### src/rtl/fsm_pkg.sv
// Shared definitions for example_fsm and its din_stager feeder.
// State bit indices, local stager encoding and a one-hot helper.
package fsm_pkg;

  localparam int FSM_STATE_W = 5;

  localparam int stIDLE      = 0;
  localparam int stPIPE1     = 1;
  localparam int stPIPE2     = 2;
  localparam int stLOAD_NEXT = 3;
  localparam int stLOAD_DOUT = 4;

  localparam logic [1:0] sIDLE  = 2'd0;
  localparam logic [1:0] sISSUE = 2'd1;
  localparam logic [1:0] sBUSY  = 2'd2;

  function automatic logic is_onehot(input logic [FSM_STATE_W-1:0] v);
    return (v != '0) && ((v & (v - 1'b1)) == '0);
  endfunction

endpackage

### src/rtl/din_fifo.sv
// Synchronous FIFO holding {iters, data} entries for din_stager.
// Pointers wrap naturally because DEPTH is a power of two.
module din_fifo
  import fsm_pkg::*;
#(
  parameter int WIDTH = 12,
  parameter int DEPTH = 4
) (
  input  logic                     clock,
  input  logic                     reset_n,
  input  logic                     push,
  input  logic                     pop,
  input  logic [WIDTH-1:0]         wdata,
  output logic [WIDTH-1:0]         rdata,
  output logic                     full,
  output logic                     empty,
  output logic [$clog2(DEPTH):0]   level
);

  localparam int AW = $clog2(DEPTH);
  localparam int LW = AW + 1;

  logic [WIDTH-1:0] mem [DEPTH];
  logic [AW-1:0]    wr_ptr;
  logic [AW-1:0]    rd_ptr;

  always_ff @(posedge clock) begin
    if (push) begin
      mem[wr_ptr] <= wdata;
    end
  end

  always_ff @(posedge clock) begin
    if (!reset_n) begin
      wr_ptr <= '0;
      rd_ptr <= '0;
      level  <= '0;
    end else begin
      if (push) begin
        wr_ptr <= wr_ptr + AW'(1);
      end
      if (pop) begin
        rd_ptr <= rd_ptr + AW'(1);
      end
      case ({push, pop})
        2'b10:   level <= level + LW'(1);
        2'b01:   level <= level - LW'(1);
        default: level <= level;
      endcase
    end
  end

  assign rdata = mem[rd_ptr];
  assign full  = (level == LW'(DEPTH));
  assign empty = (level == '0);

endmodule

### src/rtl/din_stager.sv
// Feeds example_fsm one buffered word at a time and signals its final pass.
// Define DIN_STAGER_ONEHOT_CHK_EN to build the sticky one-hot state checker.
module din_stager
  import fsm_pkg::*;
#(
  parameter int DATA_W = 8,
  parameter int DEPTH  = 4,
  parameter int ITER_W = 4
) (
  input  logic                     clock,
  input  logic                     reset_n,
  input  logic                     s_valid,
  input  logic [DATA_W-1:0]        s_data,
  input  logic [ITER_W-1:0]        s_iters,
  output logic                     s_ready,
  output logic                     din_rdy,
  output logic [DATA_W-1:0]        din_data,
  output logic                     done,
  input  logic [FSM_STATE_W-1:0]   state,
  input  logic [FSM_STATE_W-1:0]   state_next,
  output logic [$clog2(DEPTH):0]   level,
  output logic                     state_err
);

  logic [1:0]               stage;
  logic [ITER_W-1:0]        iters_eff;
  logic [ITER_W-1:0]        pass_cnt;
  logic                     full;
  logic                     empty;
  logic                     push;
  logic                     issue;
  logic [DATA_W+ITER_W-1:0] head;
  logic [DATA_W-1:0]        head_data;
  logic [ITER_W-1:0]        head_iters;

  assign s_ready    = !full;
  assign push       = s_valid && s_ready;
  assign issue      = (stage == sIDLE) && !empty && state[stIDLE];
  assign head_data  = head[DATA_W-1:0];
  assign head_iters = head[DATA_W +: ITER_W];
  assign din_rdy    = (stage == sISSUE);

  din_fifo #(
    .WIDTH (DATA_W + ITER_W),
    .DEPTH (DEPTH)
  ) u_fifo (
    .clock   (clock),
    .reset_n (reset_n),
    .push    (push),
    .pop     (issue),
    .wdata   ({s_iters, s_data}),
    .rdata   (head),
    .full    (full),
    .empty   (empty),
    .level   (level)
  );

  // done is registered from state_next so it lines up with the final stLOAD_NEXT
  always_ff @(posedge clock) begin
    if (!reset_n) begin
      stage     <= sIDLE;
      din_data  <= '0;
      iters_eff <= '0;
      pass_cnt  <= '0;
      done      <= 1'b0;
    end else begin
      done <= (stage == sBUSY) && state_next[stLOAD_NEXT] &&
              (pass_cnt == iters_eff - ITER_W'(1));
      case (stage)
        sIDLE: begin
          if (issue) begin
            stage     <= sISSUE;
            din_data  <= head_data;
            iters_eff <= (head_iters == '0) ? ITER_W'(1) : head_iters;
            pass_cnt  <= '0;
          end
        end
        sISSUE: begin
          stage <= sBUSY;
        end
        sBUSY: begin
          if (state[stLOAD_NEXT] && (pass_cnt != '1)) begin
            pass_cnt <= pass_cnt + ITER_W'(1);
          end
          if (state[stLOAD_DOUT]) begin
            stage <= sIDLE;
          end
        end
        default: begin
          stage <= sIDLE;
        end
      endcase
    end
  end

`ifdef DIN_STAGER_ONEHOT_CHK_EN
  logic unused_next;
  assign unused_next = ^{state_next[4], state_next[2:0]};

  always_ff @(posedge clock) begin
    if (!reset_n) begin
      state_err <= 1'b0;
    end else if (((stage == sISSUE) || (stage == sBUSY)) && !is_onehot(state)) begin
      state_err <= 1'b1;
    end
  end
`else
  logic unused_bits;
  assign unused_bits = ^{state_next[4], state_next[2:0], state[2:1]};
  assign state_err   = 1'b0;
`endif

endmodule

### config.mk
export PLATFORM = sky130hd
export DESIGN_NAME = din_stager
export DESIGN_NICKNAME = d
export VERILOG_FILES = /design/src/rtl/fsm_pkg.sv /design/src/rtl/din_fifo.sv /design/src/rtl/din_stager.sv
export SDC_FILE = /design/constraint.sdc
export NUM_CORES = 1
export LEC_CHECK = 0
export ABC_AREA = 1
export ABC_CLOCK_PERIOD_IN_PS = 1660
export CAP_MARGIN = 30
export CORE_ASPECT_RATIO = 0.5
export CORE_MARGIN = 2
export CORE_UTILIZATION = 51
export CTS_BUF_LIST = sky130_fd_sc_hd__clkbuf_8
export DETAILED_ROUTE_END_ITERATION = 10
export GPL_TIMING_DRIVEN = 0
export PLACE_DENSITY = 0.78
export SYNTH_ARGS = -nofsm -noshare
export SYNTH_HDL_FRONTEND = slang
export SYNTH_HIERARCHICAL = 1
export SYNTH_SLANG_ARGS = --single-unit
### constraint.sdc
create_clock -name clock -period 1.66 [get_ports clock]
set_input_delay 0.332 -clock clock [delete_from_list [all_inputs] [get_ports clock]]
set_output_delay 0.332 -clock clock [all_outputs]
set_load 0.03 [all_outputs]
==> summary.md <==
| Metric | Value |
|---|---|
| Status | `finished with violations` |
| Failing checks | `negative setup slack` |
| Placed Instance Area | `3560 µm²` |
| Crit path largest cell delay | `roughly 450 ps` |
| Post-synth top area cell | `edfxtp_1` |
| Worst hold path startpoint | `din_data[1]` |
| H-tree levels | `3` |
| Die H | `around 59 µm` |
| Core area | `approximately 6000 µm²` |
| Input/output buffers | `32` |
| Design Area, Final | `around 3800 µm²` |
| Sequential fraction of the synthesis area | `0.643` |
| Hold Vio Cnt, Final | `0` |
| Die Width | `roughly 110 µm` |
| Crit path capture type | `flop` |
| Via count | `2176` |
| # diodes | `0` |
| Layout Skew | `9.55 ps` |
| Proportion of netlist area held by the largest area contributor | `0.463` |
| GRT Util Overall | `0.198` |
| Largest cells by area after synthesis | `edfxtp_1 (46%), dfxtp_1 (18%), nand2_1 (5.7%)` |
| Largest net degree at the start of global routing | `14` |
| Max-cap violation count | `0` |
| Predominant post-synthesis flop cell | `edfxtp_1` |
| CP Buf/Inv Count | `6` |
| # setup viols final | `1` |
| Worst Hold Slack | `roughly 450 ps` |
| Total CTS buffers | `9` |
| Pwr per Cell Area | `1510 nW/µm²` |
| Mapped cell area | `3110 µm²` |
| Worst hold path type | `reg -> reg` |
| Io pins | `40` |
| Crit share post-route | `1.01` |
| Top cell by count, worst path | `inv_1` |
| Max frequency | `between 500 and 600 MHz` |
| Number of distinct library cells after synthesis | `32` |
| Unrepaired setup endpoints after global routing | `yes` |
| Via/cell ratio | `5.17` |
| Rel. slew slack | `0.609` |
| CP arrival | `around 1900 ps` |
| Worst-path cell chain | `clkdlybuf4s50_1, inv_1, nor2_2, nand2_4, inv_6, ha_4, inv_2, fa_2, inv_1, nand2_1, nand3_1, nand2_1, inv_1, nor2_1` |
| Final #Nets | `~370` |
| Crit Path Category | `in -> reg` |
| DP HPWL | `between 4 and 5 mm` |
| Die ar. | `6780 µm²` |
| Clock transition at the registers of the reported paths | `~80 ps` |
| Clk_lat worst skew | `between 300 and 400 ps` |
| Sinks on Clock Net | `between 70 and 80` |
| CP startpoint kind | `input port` |
| Min Tclk post-route | `1670 ps` |
| ANT nets after route | `0` |
| P_leak | `about 1.5 nW` |
| CP Max Fanout | `2` |
| Slew Limit Fails | `0` |
| Overflow after GRT | `0` |
| Final setup margin | `-14.5 ps` |
| First DRT Iteration DRCs | `88` |
| Gate Count Post-Synth | `290` |
| Number of global-route vias before repair | `approximately 2100` |
| Global-route wire length before repair | `9.84 mm` |
| Synthesis-to-finish area growth | `23.1%` |
| CP Data Required Time | `about 1900 ps` |
| Cts hold-fix bufs | `0` |
| Seq cells post-synth | `76` |
| Reg2reg start | `u_fifo/level[0]` |
| GP Congestion | `between 0.7 and 0.8` |
| Worst Setup SP | `state[0]` |
| Synth top cells by count | `edfxtp_1 (48), nand2_1 (47), nor2_1 (36), dfxtp_1 (28), inv_1 (28)` |
| Avg Cell Area, Syn | `about 11 µm²` |
| Residual DRC count | `0` |
| Detailed Route WL | `roughly 6.2 mm` |
| Count leader, synth | `edfxtp_1` |
| Initial antenna violation count | `0` |
| Row count | `20` |
| Yosys warnings | `6` |
| Fraction of layout cells with a size suffix above 1 | `0.166` |
| Starting density of the core | `0.521` |
| Bufs on Longest Clock Path | `2` |
| Post-synth EDFFs | `48` |
| Peak VDD IR | `0.636 mV` |
| Critical-path top delay cell | `clkdlybuf4s50_1` |
| Final core utilization | `0.641` |
| CTS tree | `built` |
| Setup_tns | `-14.5 ps` |
| Tightest Pin Transition | `586 ps` |
| Pre-antenna DRT Iters | `5` |
| WL/cell | `approximately 15 µm` |
| Root Buffer | `clkbuf_8` |
| Post-Syn Nets | `323` |
| Async SR Flop Fraction | `0` |
| Crit-path leading delay family | `buffers and inverters` |
[layout make-up]
type	count	area [µm²]
clock buffers	9	124
flip-flops and latches	76	2010
repair buffers	38	359
well taps	77	96.3
plain buffers	9	77.6
clock inverters	7	67.6
multi-input cells	175	967
inverters	30	125
fillers	459	2150
[worst min-delay path: stages, from the launching register on]
cell and delay, ps:
dfxtp_1 320, nand2_1 60, nand2_1 40
[placed cells by master, fill, tap and decap left out, drive strengths merged, types with 2 or more instances in the layout]
master / instances
dlygate4sd2: 12
nand2: 49
nor2: 42
nand3: 5
o21a: 2
buf: 16
xnor2: 2
dfxtp: 28
o22ai: 12
inv: 30
clkinvlp: 3
o21ai: 36
edfxtp: 48
nand4: 2
nor3: 4
ha: 7
clkinv: 3
clkbuf: 9
clkdlybuf4s50: 18
a21oi: 8
[registers in the layout, indices dropped and copies added (netlist names), named ones only]
name,count
u_fifo/rd_ptr,2
stage,2
iters_eff,4
u_fifo/wr_ptr,2
pass_cnt,4
u_fifo/mem,48
done,1
u_fifo/level,3
din_data,8
[report_power, final]
group	internal, W	leakage [nW]	switching [W]
Combinational	0.000721	0.765	0.00117
Sequential	0.00233	0.672	0.000210
Clock	0.000689	0.0984	0.000667
[through the flow]
step | setup slack [ps] | std cells | total power [W]
4_1_cts | 2.86 | 419 | 0.00576
2_1_floorplan | -32.3 | 290 | 0.00378
3_5_place_dp | -490 | 399 | 0.00438
6_report | -14.5 | 421 | 0.00579
5_1_grt | -122 | 421 | 0.00613
3_3_place_gp | -456 | 399 | 0.00428
[worst paths after layout]
check                    endpoint  slack (ps)  cells past startpoint
hold / removal        din_data[1]         450                      2
hold reg to reg       din_data[1]         450                      2
setup / recovery  u_fifo/level[2]         -10                     14
setup reg to reg  u_fifo/level[2]           0                     12
[cells by family after synthesis]
logic type / share of synthesized area
and+or+nand+nor: 0.146
DFF: 0.643
AOI/OAI and AO/OA: 0.105
buffers and inverters: 0.0619
adders and majority gates: 0.0346
xor gates and xnor gates: 0.00844
other: 0.00120
[per-layer routing]
metal / global-route usage / routed length [µm] / vias up
met2: 0.374 / 3250 / 59
met1: 0.211 / 2570 / 1029
met5: 0 / 0 / -
met4: 0.0854 / 104 / 0
met3: 0.0583 / 321 / 7
li1: - / - / 1081
[what timing repair did]
action	CTS	global route
pin swaps	5	1
cloned	0	0
setup endpoints to repair	16	22
resized for setup	22	7
setup buffers	4	2
Power figures use the tool's default switching activity.
